File: src/rtl/wb_pkg.sv
// Shared Wishbone B3 definitions: bridge state encoding, fixed request field values
// and a counter-width helper.
package wb_pkg;

    typedef enum logic [2:0] {
        IDLE,
        BUS,
        GAP,
        DONE,
        RELEASE
    } bridge_state_t;

    localparam logic [2:0] WB_CTI_CLASSIC = 3'b000;
    localparam logic [3:0] WB_SEL_ALL     = 4'hF;
    localparam logic [1:0] WB_BTE_LINEAR  = 2'b00;

    // Bits needed to count from 0 up to n-1.
    function automatic int cnt_width(input int n);
        return (n <= 2) ? 1 : $clog2(n);
    endfunction

endpackage

File: src/rtl/wb_if.sv
// Wishbone B3 bus and processor debug port bundles used inside the bridge.
interface wishbone_b3 #(
    parameter int AW = 32,
    parameter int DW = 32
);
    logic [AW-1:0] adr;
    logic [DW-1:0] dat_m2s;
    logic [DW-1:0] dat_s2m;
    logic          we;
    logic [3:0]    sel;
    logic [2:0]    cti;
    logic [1:0]    bte;
    logic          cyc;
    logic          stb;
    logic          ack;
    logic          err;
    logic          rty;

    modport master (output adr, dat_m2s, we, sel, cti, bte, cyc, stb,
                    input  dat_s2m, ack, err, rty);
    modport slave  (input  adr, dat_m2s, we, sel, cti, bte, cyc, stb,
                    output dat_s2m, ack, err, rty);
endinterface

interface debug_interface #(
    parameter int AW = 32,
    parameter int DW = 32
);
    logic          stb;
    logic          we;
    logic [AW-1:0] adr;
    logic [DW-1:0] wdat;
    logic [DW-1:0] rdat;
    logic          ack;
    logic          err;

    modport master (output stb, we, adr, wdat, input  rdat, ack, err);
    modport slave  (input  stb, we, adr, wdat, output rdat, ack, err);
endinterface

File: src/rtl/wb_dbg_cnt.sv
// Loadable up-counter that saturates at all-ones and flags when it equals TC.
module wb_dbg_cnt #(
    parameter int               WIDTH = 8,
    parameter logic [WIDTH-1:0] TC    = '1
)(
    input  logic             clk,
    input  logic             rst_n,
    input  logic             i_load,
    input  logic [WIDTH-1:0] i_load_val,
    input  logic             i_en,
    output logic             o_tc
);

    logic [WIDTH-1:0] r_cnt;

    always_ff @(posedge clk or negedge rst_n) begin
        if (!rst_n)
            r_cnt <= '0;
        else if (i_load)
            r_cnt <= i_load_val;
        else if (i_en && (r_cnt != '1))
            r_cnt <= r_cnt + 1'b1;
    end

    assign o_tc = (r_cnt == TC);

endmodule

File: src/rtl/wb_dbg_bridge.sv
// Debug-port to Wishbone B3 master: one classic single-beat cycle per debug strobe,
// with bounded retries, a response timeout and error reporting back to the debug side.
module wb_dbg_bridge
    import wb_pkg::*;
#(
    parameter int ADDR_WIDTH = 32,
    parameter int DATA_WIDTH = 32,
    parameter int TIMEOUT    = 255,
    parameter int MAX_RETRY  = 3,
    parameter int RETRY_GAP  = 4
)(
    input  logic                  clk,
    input  logic                  rst_n,
    input  logic                  dbg_stb,
    input  logic                  dbg_we,
    input  logic [ADDR_WIDTH-1:0] dbg_adr,
    input  logic [DATA_WIDTH-1:0] dbg_wdat,
    output logic [DATA_WIDTH-1:0] dbg_rdat,
    output logic                  dbg_ack,
    output logic                  dbg_err,
    output logic [ADDR_WIDTH-1:0] wb_adr,
    output logic [DATA_WIDTH-1:0] wb_dat_m2s,
    output logic                  wb_we,
    output logic [3:0]            wb_sel,
    output logic [2:0]            wb_cti,
    output logic [1:0]            wb_bte,
    output logic                  wb_cyc,
    output logic                  wb_stb,
    input  logic [DATA_WIDTH-1:0] wb_dat_s2m,
    input  logic                  wb_ack,
    input  logic                  wb_err,
    input  logic                  wb_rty
);

    localparam int TW = cnt_width(TIMEOUT);
    localparam int GW = cnt_width(RETRY_GAP);
    localparam int RW = cnt_width(MAX_RETRY + 1);
    localparam logic [TW-1:0] TMO_TC   = TW'(TIMEOUT - 1);
    localparam logic [GW-1:0] GAP_TC   = GW'(RETRY_GAP - 1);
    localparam logic [RW-1:0] RETRY_MX = RW'(MAX_RETRY);

    wishbone_b3     #(.AW(ADDR_WIDTH), .DW(DATA_WIDTH)) u_wb  ();
    debug_interface #(.AW(ADDR_WIDTH), .DW(DATA_WIDTH)) u_dbg ();

    assign u_dbg.stb  = dbg_stb;
    assign u_dbg.we   = dbg_we;
    assign u_dbg.adr  = dbg_adr;
    assign u_dbg.wdat = dbg_wdat;
    assign dbg_rdat   = u_dbg.rdat;
    assign dbg_ack    = u_dbg.ack;
    assign dbg_err    = u_dbg.err;

    assign wb_adr        = u_wb.adr;
    assign wb_dat_m2s    = u_wb.dat_m2s;
    assign wb_we         = u_wb.we;
    assign wb_sel        = u_wb.sel;
    assign wb_cti        = u_wb.cti;
    assign wb_bte        = u_wb.bte;
    assign wb_cyc        = u_wb.cyc;
    assign wb_stb        = u_wb.stb;
    assign u_wb.dat_s2m  = wb_dat_s2m;
    assign u_wb.ack      = wb_ack;
    assign u_wb.err      = wb_err;
    assign u_wb.rty      = wb_rty;

    bridge_state_t         r_state;
    bridge_state_t         w_next;
    logic                  r_we;
    logic [ADDR_WIDTH-1:0] r_adr;
    logic [DATA_WIDTH-1:0] r_wdat;
    logic [DATA_WIDTH-1:0] r_rdat;
    logic [RW-1:0]         r_retry_cnt;
    logic                  r_err;
    logic                  w_tmo_tc;
    logic                  w_gap_tc;
    logic                  w_retry_max;
    logic                  w_retry;
    logic                  w_bus_fail;
    logic                  w_rd_cap;
    logic                  w_capture;
    logic                  w_bus_enter;

    assign w_retry_max = (r_retry_cnt == RETRY_MX);

    always_ff @(posedge clk or negedge rst_n) begin
        if (!rst_n)
            r_state <= IDLE;
        else
            r_state <= w_next;
    end

    always_comb begin
        w_next = r_state;
        case (r_state)
            IDLE:    if (u_dbg.stb) w_next = BUS;
            BUS: begin
                if (u_wb.err)
                    w_next = DONE;
                else if (u_wb.rty)
                    w_next = w_retry_max ? DONE : GAP;
                else if (u_wb.ack || w_tmo_tc)
                    w_next = DONE;
            end
            GAP:     if (w_gap_tc) w_next = BUS;
            DONE:    w_next = RELEASE;
            RELEASE: if (!u_dbg.stb) w_next = IDLE;
            default: w_next = IDLE;
        endcase
    end

    // Responses are decoded in priority order err > rty > ack > timeout.
    always_comb begin
        w_capture   = (r_state == IDLE) && u_dbg.stb;
        w_bus_enter = (w_next == BUS) && (r_state != BUS);
        w_retry     = (r_state == BUS) && !u_wb.err && u_wb.rty && !w_retry_max;
        w_bus_fail  = (r_state == BUS) && (u_wb.err || (u_wb.rty && w_retry_max) ||
                      (!u_wb.rty && !u_wb.ack && w_tmo_tc));
        w_rd_cap    = (r_state == BUS) && !u_wb.err && !u_wb.rty && u_wb.ack && !r_we;

        u_wb.cyc     = (r_state == BUS);
        u_wb.stb     = (r_state == BUS);
        u_wb.adr     = r_adr;
        u_wb.dat_m2s = r_wdat;
        u_wb.we      = r_we;
        u_wb.sel     = WB_SEL_ALL;
        u_wb.cti     = WB_CTI_CLASSIC;
        u_wb.bte     = WB_BTE_LINEAR;

        u_dbg.ack  = (r_state == DONE);
        u_dbg.err  = (r_state == DONE) && r_err;
        u_dbg.rdat = ((r_state == DONE) && !r_err && !r_we) ? r_rdat : '0;
    end

    always_ff @(posedge clk or negedge rst_n) begin
        if (!rst_n) begin
            r_we        <= 1'b0;
            r_adr       <= '0;
            r_wdat      <= '0;
            r_rdat      <= '0;
            r_retry_cnt <= '0;
            r_err       <= 1'b0;
        end else begin
            if (w_capture) begin
                r_we        <= u_dbg.we;
                r_adr       <= u_dbg.adr;
                r_wdat      <= u_dbg.wdat;
                r_retry_cnt <= '0;
                r_err       <= 1'b0;
            end
            if (w_retry)
                r_retry_cnt <= r_retry_cnt + 1'b1;
            if (w_bus_fail)
                r_err <= 1'b1;
            if (w_rd_cap)
                r_rdat <= u_wb.dat_s2m;
            if ((r_state == RELEASE) && !u_dbg.stb)
                r_err <= 1'b0;
        end
    end

    // Cycles spent in BUS since the last (re-)issue.
    wb_dbg_cnt #(.WIDTH(TW), .TC(TMO_TC)) u_tmo_cnt (
        .clk        (clk),
        .rst_n      (rst_n),
        .i_load     (w_bus_enter),
        .i_load_val ('0),
        .i_en       (r_state == BUS),
        .o_tc       (w_tmo_tc)
    );

    // Idle cycles between an rty and the re-issued cycle.
    wb_dbg_cnt #(.WIDTH(GW), .TC(GAP_TC)) u_gap_cnt (
        .clk        (clk),
        .rst_n      (rst_n),
        .i_load     (w_retry),
        .i_load_val ('0),
        .i_en       (r_state == GAP),
        .o_tc       (w_gap_tc)
    );

endmodule

File: config.mk
export PLATFORM = sky130hd
export DESIGN_NAME = wb_dbg_bridge
export DESIGN_NICKNAME = d
export VERILOG_FILES = /design/src/rtl/wb_pkg.sv /design/src/rtl/wb_if.sv /design/src/rtl/wb_dbg_cnt.sv /design/src/rtl/wb_dbg_bridge.sv
export SDC_FILE = /design/constraint.sdc
export NUM_CORES = 1
export LEC_CHECK = 0
export ABC_CLOCK_PERIOD_IN_PS = 1910
export BUFFER_PORTS_ARGS = -buffer_cell sky130_fd_sc_hd__buf_2
export CAP_MARGIN = 25
export CELL_PAD_IN_SITES_DETAIL_PLACEMENT = 0
export CELL_PAD_IN_SITES_GLOBAL_PLACEMENT = 1
export CORE_ASPECT_RATIO = 1.2
export CORE_MARGIN = 2
export CORE_UTILIZATION = 37
export DETAILED_ROUTE_END_ITERATION = 12
export PLACE_DENSITY_LB_ADDON = 0.1
export SYNTH_ARGS = -nofsm -noshare
export SYNTH_HDL_FRONTEND = slang
export SYNTH_SLANG_ARGS = --single-unit
export TNS_END_PERCENT = 30
File: constraint.sdc
create_clock -name clk -period 1.91 [get_ports clk]
set_clock_uncertainty 0.05 [all_clocks]
set_input_delay 0.0955 -clock clk [delete_from_list [all_inputs] [get_ports clk]]
set_output_delay 0.0955 -clock clk [all_outputs]
set_load 0.05 [all_outputs]
## Word-level counts from Yosys, hierarchy flattened

Cells that the tools add are included.

- Logic and storage cells: 74
- Input port bits: 103
- Output and inout bits: 110
- Bits in registers: 113

- Add/subtract/negate cells: 3
- Reduce and logical (&&, ||, !) cells: 33
- Equal/unequal tests: 11
- Mux-type cells: 18

Operator list:

| operator | number |
|---|---|
| 32-bit 2-to-1 mux | 1 |
| 1-bit logical AND | 18 |
| 3-bit 2-to-1 mux | 6 |
| 8-bit 2-to-1 mux | 2 |
| 3-bit case mux with 5 select lines | 1 |
| 8-bit by 1-bit adder with 8-bit output (second input constant) | 1 |
| 8-bit equality test (second input constant) | 1 |
| 2-bit 2-to-1 mux | 4 |
| 8-bit inequality test (second input constant) | 1 |
| 1-bit zero test | 7 |
| 3-bit by 1-bit equality test with 1-bit output (second input constant) | 2 |
| 3-bit by 2-bit equality test with 1-bit output (second input constant) | 2 |
| 2-bit nonzero test | 3 |
| 2-bit by 1-bit adder with 2-bit output (second input constant) | 2 |
| 2-bit equality test (second input constant) | 2 |
| 1-bit 2-to-1 mux | 4 |
| 3-bit equality test (second input constant) | 1 |
| 3-bit zero test | 1 |
| 1-bit logical OR | 3 |
| 3-bit by 1-bit inequality test with 1-bit output (second input constant) | 1 |
| 3-bit nonzero test | 1 |
| 2-bit inequality test (second input constant) | 1 |

## Logic depth before layout (Yosys ltp)

Gate-level depths: netlist (run 1).

- Word-level depth: 9
- Mapped depth: 6

## Hierarchy

From an unflattened synthesis (run 1), not the netlist that was laid out.

- Cells, all modules: 363
- Area, all modules: 5,083.6 um2

By module, submodules not included:

| module | area an instance (um2) | instances | seq. area each (um2) | cells an instance |
|---|---|---|---|---|
| wb_dbg_bridge | 4,444.3 | 1 | 2,577.5 | 294 |
| wb_dbg_cnt at u_tmo_cnt | 508.0 | 1 | 200.2 | 57 |
| wb_dbg_cnt at u_gap_cnt | 131.4 | 1 | 50.0 | 12 |

## Worst setup path before layout (run 1)

No wires, ideal clock.

- Path kind: reg2out
- From: register r_state[2]
- To: output dbg_rdat[10]
- Buffers on the path: 2
- Arrival: 2,052 ps
- Setup slack: -288 ps
- Cell stages (with the launch flop): 6
- Cell sequence: dfrtp_1 buf_2 and3b_1 nor3b_2 clkbuf_1 and2_1

- Cells in the longest elaborated chain, start to end: 4

Ends and longest elaborated chain:

| element | line | source |
|---|---|---|
| start: declaration | wb_dbg_bridge.sv:66 | `bridge_state_t r_state;` |
| start signal: assignment | wb_dbg_bridge.sv:89 | `r_state <= w_next;` |
| 3-bit by 2-bit equality test with 1-bit output | n/a |  |
| via dbg_ack | wb_dbg_bridge.sv:19 | `output logic dbg_ack,` |
| 1-bit logical AND (2 in a row) | wb_dbg_bridge.sv:131 | `u_dbg.rdat = ((r_state == DONE) && !r_err && !r_we) ? r_rdat : '0;` |
| 32-bit 2-to-1 mux | wb_dbg_bridge.sv:131 |  |
| end: declaration | wb_dbg_bridge.sv:18 | `output logic [DATA_WIDTH-1:0] dbg_rdat,` |

The timed path passes the listed nets, and every way through them passes these cells.

## Worst setup path in the final report (run 1)

- From: register r_state[1]
- To: output dbg_rdat[5]

- Cells in the longest elaborated chain, start to end: 4

Ends and longest elaborated chain:

| element | line |
|---|---|
| 3-bit by 2-bit equality test with 1-bit output | wb_dbg_bridge.sv:131 |
| 1-bit logical AND (2 in a row) | wb_dbg_bridge.sv:131 |
| 32-bit 2-to-1 mux | wb_dbg_bridge.sv:131 |

No other way between the ends.

==> impl_summary.txt, run 1 <==
----------------------------------------------------
[Finish]
  Core Util, Final ... 0.631
  Share of layout cells above drive strength 1 ... 0.571
  Post-layout nets ... 783
  Syn-to-layout area delta ... 66.5%
  Antenna cell count ... 0

[Clocking]
  Total number of clock tree sinks ... between 100 and 150
  CTS HTree Levels ... 4
  TritonCTS clock tree ... built
  Inserted Clock Buffers ... 17
  CTS clock-pin slew for the worst setup and hold paths ... roughly 50 ps
  Worst-Skew Late Latency ... 410 ps
  Clock root buffer ... sky130_fd_sc_hd__clkbuf_16
  Maximum count of clock buffers along a single path ... 2

[Synthesis]
  Dominant combinational cell family by area after synthesis ... multiplexers
  Fraction of the mapped netlist area in adder cells ... 0.0100
  Async set-reset flop share out of synthesis ... 1.00
  Predominant post-synthesis flop cell ... sky130_fd_sc_hd__dfrtp_1
  Post-Synthesis Cell Area ... 4990 sq um
  Post-synthesis share of cell area spent on xor and xnor gates ... 0.00175
  Compound-Gate Fraction of Synth Area ... 0.0321
  Number of cells produced by synthesis ... 348
  Post-synthesis register bit count ... 113
  Mean instance size in the synthesized netlist ... around 14 sq um
  Synth warn ... 0
  EDFF count, synth ... 0
  Sequential share of the synthesized area ... 0.566
  Number of unique standard cell types used by synthesis ... 46
  Post-synthesis mux area share ... 0.258
  Share of synthesized cell area in and, or, nand and nor gates ... 0.0907

[Global routing]
  Combined global-route utilization of all metal layers ... 0.193
  Wire length of the first global-routing pass ... about 22,000 um
  Grt total ovfl ... 0
  Number of global-route vias before repair ... between 4,000 and 5,000
  Pin count of the biggest net entering global routing ... 69
  Initial antenna violation count ... 0

[Run status]
  Status ... finished with violations
  Violations in the final reports ... setup timing

[Power and ir drop]
  Power density normalized to cell area ... 1690 nW/um^2
  Max IR drop VDD ... 1.11 mV
  Net load switching power ... 5.90 mW
  Relative contribution of combinational cells to total power ... 0.481
  Sequential cell fraction of total power ... 0.293
  Internal ... 8.15 mW
  Switching share of power ... 0.420
  Leak Pwr ... 4.12 nW
  Clock network fraction of design power ... 0.226

[Worst setup path]
  Critical path start-end classification ... flop to output port
  CP Data Required Time ... 1760 ps
  Kind of capture point of the worst setup path ... output port
  Category of the worst setup path launch point ... flop
  Worst R2R Start ... r_state[2]
  CP max FO ... 5
  Register-to-Register Path Depth ... 5
  Worst Path Arrival ... 1850 ps
  Critical Path Start ... r_state[1]

[Job]
  Max cap viols ... 0

[Floorplanning]
  Cell Rows ... 46
  Die X ... 110 um
  Chip height ... 131 um
  Num ports ... roughly 210
  Starting Density ... 0.379
  Core area ... 13,200 sq um
  Area of the die ... 14,400 sq um

[Detailed routing]
  Number of antenna-violating nets in the routed design ... 0
  Number of search-and-repair iterations in the first detailed-routing pass ... 4
  Total Routed Length ... 13,200 um
  Violation count after the first detailed-route iteration ... 95
  Via count ... 3,961
  DRC violation count after routing ... 0
  Detail-routed via count per cell ... 4.64
  Average routed wire per standard cell ... around 15 um

[Place]
  HPWL after detailed placement ... 8640 um
  Gp weighted congestion ... 0.735
  Count of input and output buffers ... between 200 and 250

[Timing]
  Fin crit period ... between 1500 and 2000 ps
  Min Hold Slack ... about 58 ps
  Setup slack of the critical path after layout ... -82.5 ps
  Highest Clock Rate ... 0.502 GHz
  Final clock period utilization by the worst path ... 1.04
  RSZ-0062 raised after global routing ... true
  Final count of negative-setup-slack endpoints ... 86
  Max Transition Viols Final ... 0
  Fin. Hold Viols ... 0

[Min path]
  Worst hold path cell count ... 4
  Class of the tightest hold or removal check ... input pin to flop
  Startpoint of the most critical hold path ... wb_ack

----------------------------------------------------
[cells by family (layout without fill, tap and decap cells)]
logic type               after synthesis  after routing
buffers and inverters                 30            361
multiplexers                         105            105
XOR/XNOR                               1              1
flip-flops                           113            113
other                                  2              9
AND/OR/NAND/NOR                       68             68
AO/OA/AOI/OAI                         25             25
adder cells (fa/ha/maj)                4              4
[repair_timing]
item	4_1_cts	5_1_grt
pin swaps	12	6
cloned	3	0
endpoints found under the setup margin	34	57
gates resized for setup	118	15
hold endpoints to repair	212	0
hold buffers	99	0
buffers inserted	7	3
[state kept, by name, summed over array words and instances, names as in the netlist]
register and cells:
wb_dat_m2s 32, r_retry_cnt 2, r_rdat 32, u_gap_cnt.r_cnt 2, u_tmo_cnt.r_cnt 8, r_state 3, wb_adr 32, wb_we 1
r_err 1
[placed cells by master, fill, tap and decap left out, types with 2 or more instances in the layout]
cell	instances
sky130_fd_sc_hd__buf_2	168
sky130_fd_sc_hd__dfrtp_1	111
sky130_fd_sc_hd__dlygate4sd3_1	99
sky130_fd_sc_hd__mux2_2	68
sky130_fd_sc_hd__mux2_4	30
sky130_fd_sc_hd__and2_4	28
sky130_fd_sc_hd__buf_8	23
sky130_fd_sc_hd__buf_6	18
sky130_fd_sc_hd__clkbuf_16	17
sky130_fd_sc_hd__buf_4	16
sky130_fd_sc_hd__and2_1	9
sky130_fd_sc_hd__conb_1	9
sky130_fd_sc_hd__o21ai_0	8
sky130_fd_sc_hd__mux2i_1	7
sky130_fd_sc_hd__nor2_1	5
sky130_fd_sc_hd__buf_12	5
sky130_fd_sc_hd__clkinv_2	4
sky130_fd_sc_hd__ha_1	4
sky130_fd_sc_hd__clkbuf_8	4
sky130_fd_sc_hd__nand3_1	3
sky130_fd_sc_hd__a21oi_1	3
sky130_fd_sc_hd__bufinv_16	3
sky130_fd_sc_hd__o22ai_1	2
sky130_fd_sc_hd__nor4_1	2
sky130_fd_sc_hd__nor4b_1	2
sky130_fd_sc_hd__inv_1	2
sky130_fd_sc_hd__and4_1	2
sky130_fd_sc_hd__a311oi_1	2
sky130_fd_sc_hd__and3_1	2
sky130_fd_sc_hd__nand2_1	2
sky130_fd_sc_hd__o211ai_1	2
sky130_fd_sc_hd__nand2b_1	2
sky130_fd_sc_hd__clkbuf_1	2
sky130_fd_sc_hd__dfrtp_2	2
[power groups by stage]
| stage | logic, mW | registers [mW] | clock network [mW] |
|---|---|---|---|
| 2_1_floorplan | 2.39 | 6.53 | 0 |
| 6_report | 6.76 | 4.11 | 3.18 |
| 3_3_place_gp | 6.21 | 4.10 | 0 |
| 4_1_cts | 6.74 | 4.13 | 3.26 |
| 5_1_grt | 7.10 | 4.28 | 3.39 |
| 3_5_place_dp | 6.29 | 4.13 | 0 |
[final timing paths]
check | endpoint | slack (ps)
worst min-delay path | r_state[1] | 60
worst max-delay path | dbg_rdat[5] | -80
worst min register to register | wb_dat_m2s[23] | 450
worst max register to register | wb_dat_m2s[14] | -20
min in group asynchronous | u_tmo_cnt.r_cnt[3] | 110
max in group asynchronous | wb_dat_m2s[13] | 1120
[worst max-delay path: stages, from the launching register on]
cell and delay [ps]:
sky130_fd_sc_hd__dfrtp_2 420, sky130_fd_sc_hd__buf_6 120, sky130_fd_sc_hd__and3b_2 190, sky130_fd_sc_hd__nor3b_4 150
sky130_fd_sc_hd__buf_6 130, sky130_fd_sc_hd__buf_6 130, sky130_fd_sc_hd__and2_4 160, sky130_fd_sc_hd__buf_8 140
[metrics by stage]
stage / TNS (ps) / area, sq um / total power, mW / std cells / setup WS, ps
global route: -8930 / 8320 / 14.8 / 854 / -154
CTS: -3550 / 8250 / 14.1 / 852 / -124
global placement: 0 / 6260 / 10.3 / 715 / 127
finish: -2200 / 8320 / 14.0 / 854 / -82.5
floorplan: -2300 / 5030 / 8.92 / 355 / -110
detailed placement: 0 / 6260 / 10.4 / 715 / 102
[Yosys cell counts (3+ instances only)]
| cell type | instances | share of area |
|---|---|---|
| sky130_fd_sc_hd__buf_6 | 4 | 0.0090 |
| sky130_fd_sc_hd__buf_2 | 6 | 0.0060 |
| sky130_fd_sc_hd__clkbuf_1 | 4 | 0.0030 |
| sky130_fd_sc_hd__a21oi_1 | 3 | 0.0030 |
| sky130_fd_sc_hd__o21ai_0 | 8 | 0.0080 |
| sky130_fd_sc_hd__nor2_1 | 5 | 0.0038 |
| sky130_fd_sc_hd__nand3_1 | 3 | 0.0030 |
| sky130_fd_sc_hd__mux2_2 | 68 | 0.15 |
| sky130_fd_sc_hd__mux2i_1 | 7 | 0.014 |
| sky130_fd_sc_hd__mux2_4 | 30 | 0.090 |
| sky130_fd_sc_hd__buf_4 | 13 | 0.020 |
| sky130_fd_sc_hd__ha_1 | 4 | 0.010 |
| sky130_fd_sc_hd__dfrtp_1 | 113 | 0.57 |
| sky130_fd_sc_hd__and2_1 | 37 | 0.046 |
[per-layer routing]
metal / routed length (um) / global-route usage / up-vias
met3: 899 / 0.0754 / 10
met4: 122 / 0.0591 / 0
met5: 0 / 0 / -
li1: - / - / 1867
met2: 6970 / 0.328 / 131
met1: 5220 / 0.218 / 1953
[area by class of cell]
| type | instances | area [sq um] |
|---|---|---|
| Clock buffer | 23 | 488 |
| Multi-Input combinational cell | 212 | 2070 |
| Clock inverter | 6 | 105 |
| Inverter | 3 | 12.5 |
| Tap cell | 168 | 210 |
| Timing Repair Buffer | 329 | 2600 |
| Fill cell | 1057 | 4860 |
| Sequential cell | 113 | 2830 |
Note: power is estimated with default switching activity, not from simulation.
==> run 2, diff against run 1 <==
Settings changed: ABC_AREA set to 1, CORE_UTILIZATION 37 to 35.
==> impl_summary.txt, run 2 <==
----------------------------------------------------
[Detailed routing]
  Total Routed Length ... 13,100 um
  Average routed wire per standard cell ... 13.8 um
  Via count ... 4,235
  Detail-routed via count per cell ... 4.43
  Violation count after the first detailed-route iteration ... 170
  Number of antenna-violating nets in the routed design ... 0
  Number of search-and-repair iterations in the first detailed-routing pass ... 4
  DRC violation count after routing ... 0

[Synthesis]
  Async set-reset flop share out of synthesis ... 1.00
  Top cells by area in the synthesized netlist ... sky130_fd_sc_hd__dfrtp_1 57%, sky130_fd_sc_hd__mux2_2 11%, sky130_fd_sc_hd__mux2_4 5.5%
  Mean instance size in the synthesized netlist ... 10.8 sq um
  Predominant post-synthesis flop cell ... sky130_fd_sc_hd__dfrtp_1
  Number of cells produced by synthesis ... roughly 460
  Synth area leader ... sky130_fd_sc_hd__dfrtp_1
  Share of synthesized cell area in and, or, nand and nor gates ... 0.132
  Post-synthesis share of cell area spent on xor and xnor gates ... 0.00178
  Post-Synthesis Cell Area ... just under 5000 sq um
  Leading cell type by number of instances after synthesis ... sky130_fd_sc_hd__dfrtp_1
  Sequential share of the synthesized area ... 0.573
  Number of unique standard cell types used by synthesis ... 26
  Synth warn ... 0
  Dominant combinational cell family by area after synthesis ... multiplexers
  Post-synthesis register bit count ... 113
  Post-synthesis mux area share ... 0.162
  EDFF count, synth ... 0
  Post-synth top area share ... 0.573
  Fraction of the mapped netlist area in adder cells ... 0.0101
  Compound-Gate Fraction of Synth Area ... 0.0419
  Post-synth top cells ... 113 x sky130_fd_sc_hd__dfrtp_1, 72 x sky130_fd_sc_hd__nor2_1, 51 x sky130_fd_sc_hd__inv_1

[Floorplanning]
  Die X ... 112 um
  Chip height ... 134 um
  Area of the die ... 15,100 sq um
  Core area ... 13,800 sq um
  Num ports ... 213
  Starting Density ... 0.358
  Cell Rows ... 47

[Global routing]
  Initial antenna violation count ... 1
  Global routing met3 resource utilization ... 0.0506
  Combined global-route utilization of all metal layers ... 0.175
  Met1 capacity usage during global routing ... 0.206
  Busiest metal layer after global routing ... met2
  Wire length of the first global-routing pass ... around 21,000 um
  Met2 usage ... 0.303
  Grt total ovfl ... 0
  Number of global-route vias before repair ... 4,429
  Pin count of the biggest net entering global routing ... 65

[Worst setup path]
  Critical path start-end classification ... flop to output port
  CP Data Required Time ... 1760 ps
  Count of buffer and inverter cells on the critical path ... 4
  List of cells traversed by the critical path ... inv_2 > nor2_4 > inv_2 > nor2_4 > nand2_4 > clkbuf_16 > nor2_2 > buf_6
  Kind of capture point of the worst setup path ... output port
  Worst Path Arrival ... between 1500 and 2000 ps
  Critical Path Slowest Stage Cell ... sky130_fd_sc_hd__dfrtp_1
  Cell class contributing the biggest share of worst-path delay ... buffers and inverters
  Biggest cell delay along the critical path ... 370 ps
  CP max FO ... 16
  Category of the worst setup path launch point ... flop

[Min path]
  Class of the tightest hold or removal check ... input pin to flop

[Place]
  Gp weighted congestion ... 0.750
  HPWL after detailed placement ... 9070 um
  Count of input and output buffers ... 203
  Placed cells ... about 800

[Clocking]
  CTS HTree Levels ... 4
  Clock root buffer ... sky130_fd_sc_hd__clkbuf_16
  TritonCTS clock tree ... built
  Total number of clock tree sinks ... 113
  Inserted Clock Buffers ... 17
  Maximum count of clock buffers along a single path ... 2
  CTS clock-pin slew for the worst setup and hold paths ... 50 ps
  Worst-Skew Late Latency ... 400 ps

[Run status]
  Status ... finished clean

[Timing]
  Max Transition Viols Final ... 0
  Post-Route Setup TNS ... 0 ps
  Remaining max-slew budget at the tightest pin ... 0.601
  Transition time at the pin with the least slew margin ... 599 ps
  Final clock period utilization by the worst path ... 0.956
  Min Hold Slack ... 5.49 ps
  Fin crit period ... 1830 ps
  Final count of negative-setup-slack endpoints ... 0
  Highest Clock Rate ... 0.548 GHz
  Fin. Hold Viols ... 0

[Finish]
  Multi-input gate area ... ~1900 sq um
  Most used cells in the layout excluding fill and tap cells ... 170 x sky130_fd_sc_hd__buf_2, 112 x sky130_fd_sc_hd__dfrtp_1, 100 x sky130_fd_sc_hd__dlygate4sd3_1
  Filler cells ... 1,230
  Syn-to-layout area delta ... 61.5%
  Number of standard cells in the layout, taps in and fillers out ... 955
  Share of layout cells above drive strength 1 ... 0.457
  Core Util, Final ... 0.579
  FF/Latch Area ... between 2000 and 3000 sq um
  Most frequent standard cell in the layout excluding fill and tap cells ... sky130_fd_sc_hd__buf_2
  Post-layout nets ... 877

[Power and ir drop]
  Leak Pwr ... ~4.1 nW
  Power density normalized to cell area ... approximately 1800 nW/um^2
  Max IR drop VDD ... 1.03 mV

[Job]
  Max cap viols ... 0

----------------------------------------------------
==> run 2: changes by cell type in the layout (fill, tap and decap cells not counted), sizes merged, moves of 32 or more <==
cell	previous run	this run
and2	37	0
nor2	5	78
a21oi	3	35
mux2	98	65
nand2	3	46
inv	2	59
==> run 2: timing repair <==
item,CTS,global route
pin swaps,0,1
hold buffers,100,0
setup endpoints to repair,32,32
gates resized for setup,38,12
hold endpoints to repair,213,0
cloned,0,1
buffers inserted,1,1
==> run 2: worst paths after layout <==
path | from | end | slack, ps | cells past startpoint
min | wb_ack | r_state[1] | 5 | 5
max | r_state[0] | dbg_rdat[11] | 80 | 8
min in group asynchronous | rst_n | r_rdat[14] | 70 | 2
min reg2reg | wb_adr[7] | wb_adr[7] | 450 | 1
max reg2reg | r_state[0] | r_rdat[19] | 310 | 7
max in group asynchronous | rst_n | wb_adr[12] | 1080 | 3
==> run 2: routing by layer <==
metal / up-vias / wire length, um
li1: 2076 / -
met1: 1996 / 5440
met2: 139 / 6700
met3: 24 / 696
met4: 0 / 304
met5: - / 0
==> run 2: logic make-up after synthesis <==
group / Yosys count
buffers and inverters: 82
XOR/XNOR: 1
AND/OR/NAND/NOR: 151
AO/OA/AOI/OAI: 39
multiplexers: 65
flip-flops: 113
adder cells (fa/ha/maj): 4
other: 2
==> run 2: report_power, final <==
part	switching (mW)	internal, mW
logic	4.77	2.16
clock network	1.16	1.93
registers	0.512	3.48
total	6.45	7.57
==> run 2: layout make-up <==
| type | count | area share |
|---|---|---|
| flip-flops and latches | 113 | 0.355 |
| well taps | 171 | 0.0269 |
| diodes | 1 | 0.000314 |
| multi-input cells | 269 | 0.232 |
| inverters | 56 | 0.0264 |
| repair buffers | 313 | 0.285 |
| clock inverters | 14 | 0.0196 |
| clock buffers | 18 | 0.0539 |
==> run 2: metrics by stage <==
| stage | instance area, sq um | worst slack (ps) | total power, mW |
|---|---|---|---|
| 3_5_place_dp | 6190 | 251 | 10.7 |
| 2_1_floorplan | 5040 | 20.6 | 9.12 |
| 4_1_cts | 7880 | 1.35 | 14.1 |
| 5_1_grt | 7960 | -13.9 | 14.8 |
| 3_3_place_gp | 6190 | 310 | 10.5 |
| 6_report | 7960 | 84.5 | 14.0 |
==> run 2: worst reg2reg max path: stages (launching register included) <==
cell                      delay (ps)
sky130_fd_sc_hd__dfrtp_1         400
sky130_fd_sc_hd__inv_2            90
sky130_fd_sc_hd__nor2_4           40
sky130_fd_sc_hd__buf_4           140
sky130_fd_sc_hd__nand3_2          60
sky130_fd_sc_hd__buf_4           470
sky130_fd_sc_hd__nor2_1          130
sky130_fd_sc_hd__a21oi_1         150
==> run 3, diff against run 2 <==
Settings changed: CORE_ASPECT_RATIO 1.2 to 1.75.
==> impl_summary.txt, run 3 (same netlist as run 2, synthesis figures left out) <==
----------------------------------------------------
[Detailed routing]
  Via count ... around 4,300
  Detail-routed via count per cell ... 4.48
  Total Routed Length ... 14,200 um
  Violation count after the first detailed-route iteration ... 126
  DRC violation count after routing ... 0
  Number of search-and-repair iterations in the first detailed-routing pass ... 5
  Number of antenna-violating nets in the routed design ... 0
  Average routed wire per standard cell ... 14.7 um

[Place]
  HPWL after detailed placement ... 9600 um
  Count of input and output buffers ... 203
  DP Area ... 6230 sq um
  Gp weighted congestion ... 0.869

[Clocking]
  CTS HTree Levels ... 4
  Inserted Clock Buffers ... 17
  TritonCTS clock tree ... built
  Clock root buffer ... sky130_fd_sc_hd__clkbuf_16
  Total number of clock tree sinks ... around 110
  Maximum count of clock buffers along a single path ... 2
  CTS clock-pin slew for the worst setup and hold paths ... about 50 ps
  Worst-Skew Late Latency ... 400 ps

[Worst setup path]
  CP max FO ... 16
  Worst R2R Start ... r_state[0]
  Kind of capture point of the worst setup path ... output port
  Critical path start-end classification ... flop to output port
  Worst Path Arrival ... 1680 ps
  Worst reg2reg setup slack ... about 140 ps
  Category of the worst setup path launch point ... flop
  End point of the critical path ... dbg_rdat[26]
  Register-to-Register Path Depth ... 8
  CP Data Required Time ... 1760 ps
  Critical R2R Capture ... u_tmo_cnt.r_cnt[2]
  Critical Path Start ... r_state[0]
  Critical Path Slowest Stage Cell ... sky130_fd_sc_hd__dfrtp_1
  Biggest cell delay along the critical path ... 370 ps
  List of cells traversed by the critical path ... inv_2 > nor2_4 > inv_2 > nor2_4 > nand2_4 > buf_12 > nor2_2 > buf_4

[Finish]
  Area of all placed cells without fillers ... 8020 sq um
  Most used cells in the layout excluding fill and tap cells ... 170 x sky130_fd_sc_hd__buf_2, 113 x sky130_fd_sc_hd__dfrtp_1, 101 x sky130_fd_sc_hd__dlygate4sd3_1
  Antenna cell count ... 0
  Post-layout nets ... ~880
  FF/Latch Area ... between 2000 and 3000 sq um
  Multi-input gate area ... 1860 sq um
  Core Util, Final ... 0.579
  Most frequent standard cell in the layout excluding fill and tap cells ... sky130_fd_sc_hd__buf_2
  Filler cells ... ~1,200
  Syn-to-layout area delta ... 62.6%
  Share of layout cells above drive strength 1 ... 0.456

[Power and ir drop]
  Sequential cell fraction of total power ... 0.282
  Leak Pwr ... roughly 4.2 nW
  Switching share of power ... 0.457
  Max IR drop VDD ... approximately 1.0 mV
  Net load switching power ... 6.42 mW
  Clock network fraction of design power ... 0.215
  PnR Total Power ... 14.1 mW
  Relative contribution of combinational cells to total power ... 0.503
  Internal ... 7.64 mW
  Power density normalized to cell area ... 1750 nW/um^2

[Global routing]
  Grt total ovfl ... 0
  Number of global-route vias before repair ... 4,552
  Initial antenna violation count ... 0
  Combined global-route utilization of all metal layers ... 0.190
  Pin count of the biggest net entering global routing ... 65
  Wire length of the first global-routing pass ... 22,300 um

[Job]
  Max cap viols ... 0

[Timing]
  Highest Clock Rate ... 0.548 GHz
  Final count of negative-setup-slack endpoints ... 0
  Remaining max-slew budget at the tightest pin ... 0.619
  Fin crit period ... 1830 ps
  Transition time at the pin with the least slew margin ... approximately 570 ps
  Final clock period utilization by the worst path ... 0.956
  Min Hold Slack ... roughly 23 ps
  Max Transition Viols Final ... 0
  Fin. Hold Viols ... 0
  Post-Route Setup TNS ... 0 ps

[Floorplanning]
  Area of the die ... approximately 15,000 sq um
  Die X ... 93.7 um
  Core area ... 13,800 sq um
  Num ports ... 213
  Cell Rows ... 57
  Starting Density ... 0.356
  Chip height ... 161 um

[Min path]
  Worst hold path cell count ... 6
  Class of the tightest hold or removal check ... input pin to flop

[Run status]
  Status ... finished clean

----------------------------------------------------
## run 3: changes by cell type in the layout (fill, tap and decap cells not counted), moves of 3 or more
cell and change:
sky130_fd_sc_hd__clkinv_2 +3, sky130_fd_sc_hd__clkbuf_1 +3, sky130_fd_sc_hd__inv_6 -3, sky130_fd_sc_hd__buf_6 +3
sky130_fd_sc_hd__clkinv_4 -3
## run 3: layout make-up
class / instances / area share
inverters: 56 / 0.0262
clock inverters: 10 / 0.0139
flip-flops and latches: 113 / 0.353
multi-input cells: 269 / 0.232
clock buffers: 22 / 0.0566
well taps: 177 / 0.0276
repair buffers: 318 / 0.291
## run 3: metrics by stage
step	std cells	worst slack [ps]
final	965	83.9
after global routing	965	-49.5
after CTS	961	0.0375
after detailed placement	826	317
after global placement	826	363
after floorplan	464	20.6
## run 3: worst min path at each step
stage	start	end	slack, ps
after floorplan	rst_n	r_err	-250
after global placement	rst_n	r_rdat[10]	40
after detailed placement	rst_n	r_rdat[7]	50
after CTS	wb_rty	r_state[0]	6
after global routing	wb_rty	r_state[0]	50
final	wb_rty	r_state[0]	20
## run 3: what timing repair did
action                                  in CTS  in global routing
hold buffers                               101                  0
pin swaps                                    0                  1
endpoints found under the hold margin      131                  0
gates resized for setup                     31                 21
gates cloned                                 0                  2
endpoints found under the setup margin      32                 32
buffers inserted                             2                  2
## run 3: per-layer routing
| layer | up-vias | GRT usage | part of all wire |
|---|---|---|---|
| met5 | - | 0 | 0 |
| met1 | 2078 | 0.204 | 0.36 |
| met2 | 123 | 0.344 | 0.56 |
| li1 | 2083 | - | - |
| met4 | 0 | 0.0995 | 0.043 |
| met3 | 39 | 0.0359 | 0.037 |
## run 3: worst max-delay path, delay by kind of cell (launching register included)
| family | cells | cell delay, ps |
|---|---|---|
| buffers and inverters | 4 | 490 |
| AND/OR/NAND/NOR | 4 | 410 |
| flip-flops | 1 | 370 |
## run 3: power groups by stage
stage                     clock (mW)  combinational, mW  sequential (mW)
after floorplan                    0               2.64             6.48
after global placement             0               6.65             3.97
after detailed placement           0               6.72             4.01
after CTS                       3.10               7.00             3.97
after global routing            3.22               7.46             4.10
final                           3.02               7.07             3.97
